`src/rtl/pipe_ctrl.sv`:
```
// Pipeline stall/flush controller for the RV32I 5-stage core: load-use, jump and bus-wait handling.
// Optional PIPE_CTRL_PERF_EN builds the stall/flush performance counters.
module pipe_ctrl #(
    parameter int WAIT_MAX = 255,
    parameter int CNT_W    = 8
) (
    input  logic        clk,
    input  logic        rst,
    input  logic [4:0]  id_rs1_addr,
    input  logic [4:0]  id_rs2_addr,
    input  logic        id_rs1_used,
    input  logic        id_rs2_used,
    input  logic        ex_is_load,
    input  logic [4:0]  ex_rd_addr,
    input  logic        ex_reg_wen,
    input  logic        ex_jump_en,
    input  logic [31:0] ex_jump_addr,
    input  logic        mem_req,
    input  logic        mem_ready,
    output logic        pc_hold,
    output logic        if_id_hold,
    output logic        id_ex_hold,
    output logic        ex_mem_hold,
    output logic        if_id_flush,
    output logic        id_ex_flush,
    output logic        jump_en_o,
    output logic [31:0] jump_addr_o,
    output logic        bus_err_o,
    output logic [31:0] stall_cnt_o,
    output logic [31:0] flush_cnt_o
);

    typedef enum logic [1:0] {
        RUN   = 2'd0,
        FLUSH = 2'd1,
        WAIT  = 2'd2
    } state_t;

    state_t           state;
    state_t           state_next;
    logic [CNT_W-1:0] wait_cnt;
    logic [CNT_W-1:0] wait_cnt_next;
    logic             bus_wait;
    logic             load_use;
    logic             dispatch;
    logic             take_jump;

    assign bus_wait = mem_req & ~mem_ready;

    assign load_use = ex_is_load & ex_reg_wen & (ex_rd_addr != 5'd0) &
                      ((id_rs1_used & (id_rs1_addr == ex_rd_addr)) |
                       (id_rs2_used & (id_rs2_addr == ex_rd_addr)));

    always_ff @(posedge clk or posedge rst) begin
        if (rst) begin
            state    <= RUN;
            wait_cnt <= '0;
        end else begin
            state    <= state_next;
            wait_cnt <= wait_cnt_next;
        end
    end

    // dispatch marks a cycle where the pipeline may advance normally, so jump and
    // load-use are evaluated; this includes the cycle a bus wait is released.
    always_comb begin
        state_next    = state;
        wait_cnt_next = wait_cnt;
        dispatch      = 1'b0;
        take_jump     = 1'b0;
        pc_hold       = 1'b0;
        if_id_hold    = 1'b0;
        id_ex_hold    = 1'b0;
        ex_mem_hold   = 1'b0;
        if_id_flush   = 1'b0;
        id_ex_flush   = 1'b0;
        bus_err_o     = 1'b0;

        case (state)
            RUN: begin
                if (bus_wait) begin
                    pc_hold       = 1'b1;
                    if_id_hold    = 1'b1;
                    id_ex_hold    = 1'b1;
                    ex_mem_hold   = 1'b1;
                    state_next    = WAIT;
                    wait_cnt_next = CNT_W'(1);
                end else begin
                    dispatch = 1'b1;
                end
            end
            WAIT: begin
                if (bus_wait) begin
                    if (wait_cnt == CNT_W'(WAIT_MAX)) begin
                        bus_err_o     = 1'b1;
                        state_next    = RUN;
                        wait_cnt_next = '0;
                    end else begin
                        pc_hold       = 1'b1;
                        if_id_hold    = 1'b1;
                        id_ex_hold    = 1'b1;
                        ex_mem_hold   = 1'b1;
                        wait_cnt_next = wait_cnt + 1'b1;
                    end
                end else begin
                    state_next    = RUN;
                    wait_cnt_next = '0;
                    dispatch      = 1'b1;
                end
            end
            FLUSH: begin
                // The PC loads the redirect target here; a jump seen now sits behind a bubble.
                if_id_flush = 1'b1;
                id_ex_flush = 1'b1;
                state_next  = RUN;
                if (bus_wait) begin
                    ex_mem_hold   = 1'b1;
                    state_next    = WAIT;
                    wait_cnt_next = CNT_W'(1);
                end
            end
            default: begin
                state_next    = RUN;
                wait_cnt_next = '0;
            end
        endcase

        if (dispatch) begin
            if (ex_jump_en) begin
                if_id_flush = 1'b1;
                id_ex_flush = 1'b1;
                take_jump   = 1'b1;
                state_next  = FLUSH;
            end else if (load_use) begin
                pc_hold     = 1'b1;
                if_id_hold  = 1'b1;
                id_ex_flush = 1'b1;
            end
        end

        // Controls read 0 while reset is asserted, whatever the inputs are doing.
        if (rst) begin
            pc_hold     = 1'b0;
            if_id_hold  = 1'b0;
            id_ex_hold  = 1'b0;
            ex_mem_hold = 1'b0;
            if_id_flush = 1'b0;
            id_ex_flush = 1'b0;
            bus_err_o   = 1'b0;
        end
    end

    always_ff @(posedge clk or posedge rst) begin
        if (rst) begin
            jump_en_o   <= 1'b0;
            jump_addr_o <= 32'd0;
        end else begin
            jump_en_o <= take_jump;
            if (take_jump) begin
                jump_addr_o <= ex_jump_addr;
            end
        end
    end

`ifdef PIPE_CTRL_PERF_EN
    always_ff @(posedge clk or posedge rst) begin
        if (rst) begin
            stall_cnt_o <= 32'd0;
            flush_cnt_o <= 32'd0;
        end else begin
            if (pc_hold) begin
                stall_cnt_o <= stall_cnt_o + 32'd1;
            end
            if (id_ex_flush) begin
                flush_cnt_o <= flush_cnt_o + 32'd1;
            end
        end
    end
`else
    assign stall_cnt_o = 32'd0;
    assign flush_cnt_o = 32'd0;
`endif

endmodule

```
`config.mk`:
```
export PLATFORM = sky130hd
export DESIGN_NAME = pipe_ctrl
export DESIGN_NICKNAME = d
export VERILOG_FILES = /design/src/rtl/pipe_ctrl.sv
export SDC_FILE = /design/constraint.sdc
export NUM_CORES = 1
export LEC_CHECK = 0
export ABC_AREA = 0
export ABC_CLOCK_PERIOD_IN_PS = 7350
export BUFFER_PORTS_ARGS = -buffer_cell sky130_fd_sc_hd__buf_2
export CORE_MARGIN = 2
export CORE_UTILIZATION = 45
export CTS_CLUSTER_DIAMETER = 40
export CTS_CLUSTER_SIZE = 28
export DETAILED_ROUTE_END_ITERATION = 8
export PLACE_DENSITY = 0.85
export SLEW_MARGIN = 5
export SYNTH_ARGS = -nofsm -noshare
export SYNTH_HDL_FRONTEND = slang
export SYNTH_SLANG_ARGS = --single-unit
```
`constraint.sdc`:
```
create_clock -name clk -period 7.35 [get_ports clk]
set_clock_uncertainty 0.1 [all_clocks]
set_input_delay 0.735 -clock clk [delete_from_list [all_inputs] [get_ports clk]]
set_output_delay 0.735 -clock clk [all_outputs]
set_load 0.05 [all_outputs]
```
Word level (Yosys, flattened, before mapping) --
Index checks and enable logic that the tools add are counted.
Word-level totals: register bits after elaboration 43, input bits 56
Operators by class: add/sub/neg operators 1, eq/ne operators 6, muxes and demuxes 38, bitwise operators 8, reductions and logical operators 4
Operator list (number):
- 1-bit two-way mux | 25
- 8-bit two-way mux | 3
- 8-bit one-hot mux with 2 select lines | 1
- 2-bit two-way mux | 6
- 5-bit == test | 2
- 8-bit by 1-bit adder with 8-bit output, second input constant | 1
- 8-bit == test, second input constant | 1
- 1-bit AND | 6
- 2-bit one-hot mux with 3 select lines | 1
- 5-bit nonzero test | 1
- 1-bit one-hot mux with 2 select lines | 2
- 2-bit OR reduction | 2
- 2-bit by 1-bit == test with 1-bit output, second input constant | 1
- 2-bit == test, second input constant | 1
- 2-bit zero test | 1
- 2-bit by 1-bit inequality test with 1-bit output, second input constant | 1
- 1-bit NOT | 1
- 1-bit OR | 1

Logic depth before layout (Yosys ltp) --
Gate-level depths: netlist (run 1).
word-level depth 8, depth in mapped cells 6

Worst setup path after synthesis (run 1) --
Ideal clock, no wire load.
path type register to output, start reg wait_cnt[0], end out pc_hold, arrival time 3.696 ns, setup slack 2.819 ns, cell stages (with the launch flop) 7, path buffers 1, cell sequence dfrtp_1 > ha_1 > nand3_1 > nor2_1 > a2111oi_1 > o21bai_1 > buf_4
Between the ends: word-level cells in the longest chain between the ends 8
Ends and longest elaborated chain:
- from (decl) | RTL line 41 | logic [CNT_W-1:0] wait_cnt;
- from (signal assigned) | RTL line 60 | wait_cnt <= wait_cnt_next;
- 8-bit == test * | RTL line 94 | if (wait_cnt == CNT_W'(WAIT_MAX)) begin
- 1-bit two-way mux * (2 in series)
- 1-bit one-hot mux with 2 select lines *
- 1-bit two-way mux (2 in series)
- 1-bit two-way mux * (2 in series)
- to (decl) | RTL line 20 | output logic pc_hold,
Mark *: on every way between the ends. The rest lies on a longest branch, timed or not.

Worst setup path after layout (run 1) --
start reg wait_cnt[0], end out pc_hold
Between the ends: word-level cells in the longest chain between the ends 8
Ends and longest elaborated chain:
- 8-bit == test * | RTL line 94
- 1-bit two-way mux * | RTL line 94
- 1-bit two-way mux * | RTL line 93 | if (bus_wait) begin
- 1-bit one-hot mux with 2 select lines * | RTL line 79 | case (state)
- 1-bit two-way mux | RTL line 134 | end else if (load_use) begin
- 1-bit two-way mux | RTL line 129 | if (ex_jump_en) begin
- 1-bit two-way mux * | RTL line 128 | if (dispatch) begin
- 1-bit two-way mux * | RTL line 142 | if (rst) begin
Marked as above.

==> flow_summary_export.csv, run 1 <==
group,metric,value,unit
worst_setup_path,crit_path_start_kind,"flop",
sta,fmax,331,MHz
layout,synthToLayoutAreaGrowth,15.4,%
sta,finalSetupViolCount,0,
synthesis,postSynthCellCount,215,
die,io_pins,160,
sta,worst_slack,4.33,ns
clock_tree,cts.clk_slew.worst_paths,0.08,ns
worst_setup_path,cp_data_arrival_time,2.18,ns
power_and_ir_drop,p_sw_frac,0.453,
sta,fin_hold_ws,0.404,ns
worst_hold_path,holdPathEnd,"jump_addr_o[22]",
drt,top_layer,"met4",
synthesis,synth_top_family_by_area,"buffers and inverters",
sta,tightest_slew,0.538,ns
power_and_ir_drop,power.switching,336,uW
synthesis,synth_area_leader_cell,"dfrtp_1",
clock_tree,htree_levels,2,
synthesis,synth-xor-area-share,0.0431,
global_route,gr-usage-all-layers,0.142,
drt,postRouteAntennaNets,0,
placed_design,routabilityCongestion,0.823,
die,start_util,0.472,
global_route,antenna_found_initial,0,
sta,rsz0062_at_grt,"false",
worst_hold_path,min_path_cells,1,
synthesis,synth_compound_gate_area_share,0.0641,
worst_setup_path,path_max_fanout,6,
synthesis,async_reset_ff_frac,1.00,
drt,remaining_drc_errors,0,
drt,first_iter_violations,56,
power_and_ir_drop,power_frac_clock,0.196,
sta,slew_violations,0,
worst_setup_path,required,6.51,ns
global_route,overflow,0,
placed_design,dp_hpwl,3.48,mm
power_and_ir_drop,peakVddDrop,0.000158,V
layout,nNetsFinal,369,
worst_setup_path,timing.rr.start,"state[0]",
layout,antenna_cells,0,
clock_tree,root_buffer,"clkbuf_8",
die,die_area,0.00603,mm2
synthesis,muxShareOfSynthArea,0.148,
clock_tree,cts_tree,"yes",
job,cap_violations,0,
synthesis,ys_warn_count,0,
placed_design,place_ws,4.35,ns
die,die_w,77.7,um
global_route,grt_pass1_wl,6.96,mm
synthesis,synth.area.top_cells,"dfrtp_1, buf_4, mux2_2",
die,fp-row-count,26,
global_route,grt_pass1_vias,1552,
clock_tree,post_cts_buffers,0,
synthesis,synth_top_area_share,0.441,
power_and_ir_drop,power.density,263,mW/mm2
synthesis,netlist_area,0.00244,mm2
placed_design,port_buffers,95,
power_and_ir_drop,internal-power,405,uW
die,core,0.00517,mm2
worst_setup_path,reg2regPathDepth,4,
drt,wl_per_cell,11.4,um
sta,slew_headroom,0.641,
worst_hold_path,worstHoldStart,"jump_addr_o[22]",
drt,vias_per_cell,4.39,
clock_tree,cts_resized,0,
layout,final_common_cell,"buf_2",
worst_hold_path,hp-class,"reg -> reg",
worst_setup_path,criticalPathCategory,"reg -> out",
sta,hold_violations,0,
global_route,grt_start_max_net_pins,45,
sta,fin_crit,3.02,ns
synthesis,synth.ff_latch_count,43,
layout,layout_common_cells,"buf_2, conb_1, dfrtp_1",
drt,wl,4.38,mm
worst_setup_path,regToRegSetupSlack,5.56,ns
clock_tree,insertion_delay,0.29,ns
die,die-height,77.7,um
drt,dr_wl_met3,281,um
clock_tree,clockBufferDepth,2,
synthesis,synth_area_per_cell,11.4,um2
power_and_ir_drop,power,741,uW
drt,dr.pass1.iters,4,
drt,met1_length,1.75,mm
synthesis,synth-simple-area-share,0.0789,
sta,tns,0,ns
power_and_ir_drop,leakagePower,0.00143,uW
clock_tree,numCtsBuffers,5,
synthesis,synth-adder-area-share,0.00513,
clock_tree,hold_buffers,0,
synthesis,synth_edf_count,0,
drt,wl_met2,2.34,mm
power_and_ir_drop,comb_power_share,0.414,
synthesis,synth_seq_area_share,0.441,
layout,drive_above_1_share,0.450,
sta,fin_crit_sh,0.411,
clock_tree,cts_sinks,43,
worst_setup_path,r2r-end,"wait_cnt[5]",
drt,vias,1680,
synthesis,ys_types,39,
outcome,outcome,"completed",
synthesis,synthFlopType,"dfrtp_1",
power_and_ir_drop,seq_power_share,0.390,
worst_setup_path,cp-end-kind,"output pin",
==> power by group through the flow <==
stage                     registers (uW)  logic, uW  clock network [uW]
after global placement               293        305                   0
after floorplan                      408        159                   0
after detailed placement             294        309                   0
after CTS                            290        309                 153
after global routing                 295        320                 163
final                                289        307                 145
==> per-stage QoR <==
stage / util / area, um2 / instances
global route: 0.545 / 2820 / 383
global placement: 0.528 / 2730 / 375
CTS: 0.545 / 2820 / 383
detailed placement: 0.528 / 2730 / 375
finish: 0.545 / 2820 / 383
floorplan: - / 2680 / 278
==> cells in the mapped netlist, types with 2 or more instances <==
| cell type | instances |
|---|---|
| o32ai_1 | 2 |
| inv_1 | 2 |
| xnor2_1 | 4 |
| nor2_1 | 6 |
| mux2_2 | 32 |
| xor2_1 | 8 |
| a21oi_1 | 2 |
| buf_4 | 68 |
| a22o_1 | 2 |
| nand2_1 | 5 |
| o21ai_0 | 6 |
| nor4_1 | 3 |
| nand3_1 | 5 |
| or4_1 | 2 |
| dfrtp_1 | 43 |
| and3_1 | 2 |
==> state kept, by name, indices dropped and copies added (netlist names) <==
| register | count |
|---|---|
| jump_addr_o | 32 |
| jump_en_o | 1 |
| state | 2 |
| wait_cnt | 8 |
==> area by class of cell <==
cell class | count | area [um2]
fill | 454 | 2350
sequential | 43 | 1080
multi-input combinational | 163 | 1070
timing repair buffer | 97 | 490
tap | 70 | 87.6
clock buffer | 5 | 68.8
clock inverter | 3 | 20.0
inverter | 2 | 7.51
==> critical path, stage by stage, from the launching register on <==
cell,delay (ns)
dfrtp_1,0.44
ha_1,0.26
nand3_1,0.14
nor2_1,0.10
a2111oi_1,0.48
o21bai_1,0.19
buf_2,0.29
==> routing by layer <==
metal	global-route usage	up-vias
li1	-	817
met1	0.174	791
met2	0.241	70
met3	0.0372	2
met4	0.0464	0
met5	0	-
==> worst max-delay path by stage <==
| stage | from | end | slack [ns] |
|---|---|---|---|
| detailed placement | mem_req | id_ex_flush | 4.35 |
| finish | wait_cnt[0] | pc_hold | 4.33 |
| global placement | mem_req | id_ex_flush | 4.38 |
| global route | wait_cnt[0] | pc_hold | 4.23 |
| floorplan | wait_cnt[0] | pc_hold | 2.82 |
| CTS | wait_cnt[0] | pc_hold | 4.32 |
==> kinds of logic (layout without fill, tap and decap cells) <==
logic type / count (synthesis) / in the layout
buf+inv: 72 / 107
flops: 43 / 43
mux: 32 / 32
simple gates: 32 / 32
compound gates: 22 / 22
xor+xnor: 12 / 12
fa+ha+maj: 1 / 1
other cells: 1 / 64
Power figures use the tool's default switching activity.
==> run 2, diff against run 1 <==
Settings changed: ABC_CLOCK_PERIOD_IN_PS 7350 to 2650, CORE_UTILIZATION 45 to 38, PLACE_DENSITY 0.85 to 0.76.
Clock period 7.35 ns to 2.65 ns, I/O delays scaled along.
==> run 2 against run 1 <==
  * Wire length is 7.6% higher
  * Sequential share of layout area is 0.67 points lower
  * Core utilization is 8.8 points lower
  * Register-to-register slack worse by 4.8 ns
  * Die area is 17% higher
  * Sequential cell count stayed put
  * Critical endpoint unchanged
==> flow_summary_export.csv, run 2 (synthesized netlist as in run 1, its figures left out) <==
group,metric,value,unit
outcome,outcome,"completed",
layout,nNetsFinal,369,
placed_design,dp_hpwl,3.63,mm
worst_setup_path,reg2regPathDepth,3,
sta,slew_violations,0,
die,io_pins,160,
power_and_ir_drop,comb_power_share,0.408,
drt,dr.pass1.iters,4,
drt,first_iter_violations,119,
sta,rsz0062_at_grt,"false",
sta,fmax,410,MHz
die,die_area,0.00708,mm2
job,cap_violations,0,
die,die_w,84.2,um
worst_hold_path,min_path_cells,2,
worst_setup_path,max_stage_delay,0.45,ns
worst_setup_path,worstPathCellList,"ha_1 -> nand3_1 -> nor2_1 -> a2111oi_4 -> o21bai_2 -> buf_2",
drt,remaining_drc_errors,0,
global_route,overflow,0,
layout,synthToLayoutAreaGrowth,17.5,%
power_and_ir_drop,power,2100,uW
layout,final_common_cell,"buf_2",
drt,wl,4.72,mm
layout,largest_register_ffs,32,
clock_tree,cts_sinks,43,
global_route,antenna_found_initial,0,
die,start_util,0.389,
sta,fin_crit,2.44,ns
sta,hold_violations,0,
clock_tree,numCtsBuffers,5,
placed_design,dp_cells,382,
placed_design,routabilityCongestion,0.828,
global_route,gr-usage-all-layers,0.135,
clock_tree,clockBufferDepth,2,
global_route,grt_pass1_wl,7.60,mm
sta,slew_headroom,0.634,
drt,postRouteAntennaNets,0,
power_and_ir_drop,seq_power_share,0.383,
power_and_ir_drop,internal-power,1160,uW
clock_tree,hold_buffers,0,
clock_tree,cts_resized,0,
drt,vias,1733,
sta,tns,0,ns
clock_tree,cts_tree,"yes",
clock_tree,insertion_delay,0.29,ns
worst_setup_path,criticalPathCategory,"reg -> out",
drt,vias_per_cell,4.43,
die,core,0.00628,mm2
layout,top_regs,"jump_addr_o x32, wait_cnt x8, state x2",
worst_setup_path,critPathSlowestCell,"dfrtp_1",
layout,layout_common_cells,"buf_2, conb_1, dfrtp_1",
worst_setup_path,path_max_fanout,6,
worst_setup_path,required,2.29,ns
layout,top_register,"jump_addr_o",
power_and_ir_drop,leakagePower,0.00145,uW
worst_hold_path,hp-class,"in -> reg",
worst_setup_path,cp_data_arrival_time,2.07,ns
global_route,grt_start_max_net_pins,45,
layout,final_cells,391,
drt,wl_per_cell,12.1,um
power_and_ir_drop,p_sw_frac,0.450,
clock_tree,cts.clk_slew.worst_paths,0.08,ns
sta,fin_hold_ws,0.0984,ns
layout,drive_above_1_share,0.463,
power_and_ir_drop,power.switching,947,uW
clock_tree,root_buffer,"clkbuf_8",
global_route,grt_pass1_vias,1653,
die,die-height,84.2,um
power_and_ir_drop,power.density,733,mW/mm2
worst_setup_path,cp-end-kind,"output pin",
die,fp-row-count,29,
power_and_ir_drop,peakVddDrop,0.000437,V
sta,finalSetupViolCount,0,
placed_design,port_buffers,95,
clock_tree,post_cts_buffers,0,
power_and_ir_drop,power_frac_clock,0.209,
layout,final_core_util,0.457,
sta,tightest_slew,0.549,ns
clock_tree,htree_levels,2,
worst_setup_path,crit_path_start_kind,"flop",
sta,fin_crit_sh,0.920,
## run 2: layout make-up
cell class	count	area [um2]
fillers	612	3410
multi-input cells	163	1090
flip-flops and latches	43	1080
repair buffers	97	490
well taps	77	96.3
clock buffers	6	82.6
clock inverters	2	13.8
inverters	2	11.3
diodes	1	2.50
## run 2: stage by stage
stage	area, um2	worst slack (ns)
global route	2870	0.107
global placement	2770	0.609
floorplan	2710	-0.0367
detailed placement	2770	0.546
finish	2870	0.211
CTS	2870	0.198
## run 2: worst paths after layout
path | from | end | slack [ns]
max reg2reg | state[0] | wait_cnt[7] | 0.81
min reg2reg | jump_addr_o[8] | jump_addr_o[8] | 0.41
max in group asynchronous | rst | wait_cnt[7] | 1.95
min in group asynchronous | rst | jump_addr_o[8] | 0.11
max | wait_cnt[0] | pc_hold | 0.21
min | ex_jump_addr[17] | jump_addr_o[17] | 0.1
## run 2: per-layer routing
metal / track usage / routed length (um) / vias up
met5: 0 / 0 / -
met4: 0.0513 / 43 / 0
met3: 0.0501 / 546 / 5
met2: 0.216 / 2300 / 102
met1: 0.167 / 1820 / 817
li1: - / - / 809
## run 2: power groups by stage
stage	sequential, uW	combinational, uW	clock, uW
3_3_place_gp	815	852	0
2_1_floorplan	1130	444	0
6_report	806	857	440
4_1_cts	807	861	456
3_5_place_dp	818	861	0
5_1_grt	820	895	489
## run 2: worst max-delay path: cells and delay by family (launching register included)
family	cells	cell delay (ns)
and+or+nand+nor	2	0.27
adders and majority gates	1	0.26
DFF	1	0.45
AOI/OAI and AO/OA	2	0.52
buffers and inverters	1	0.28
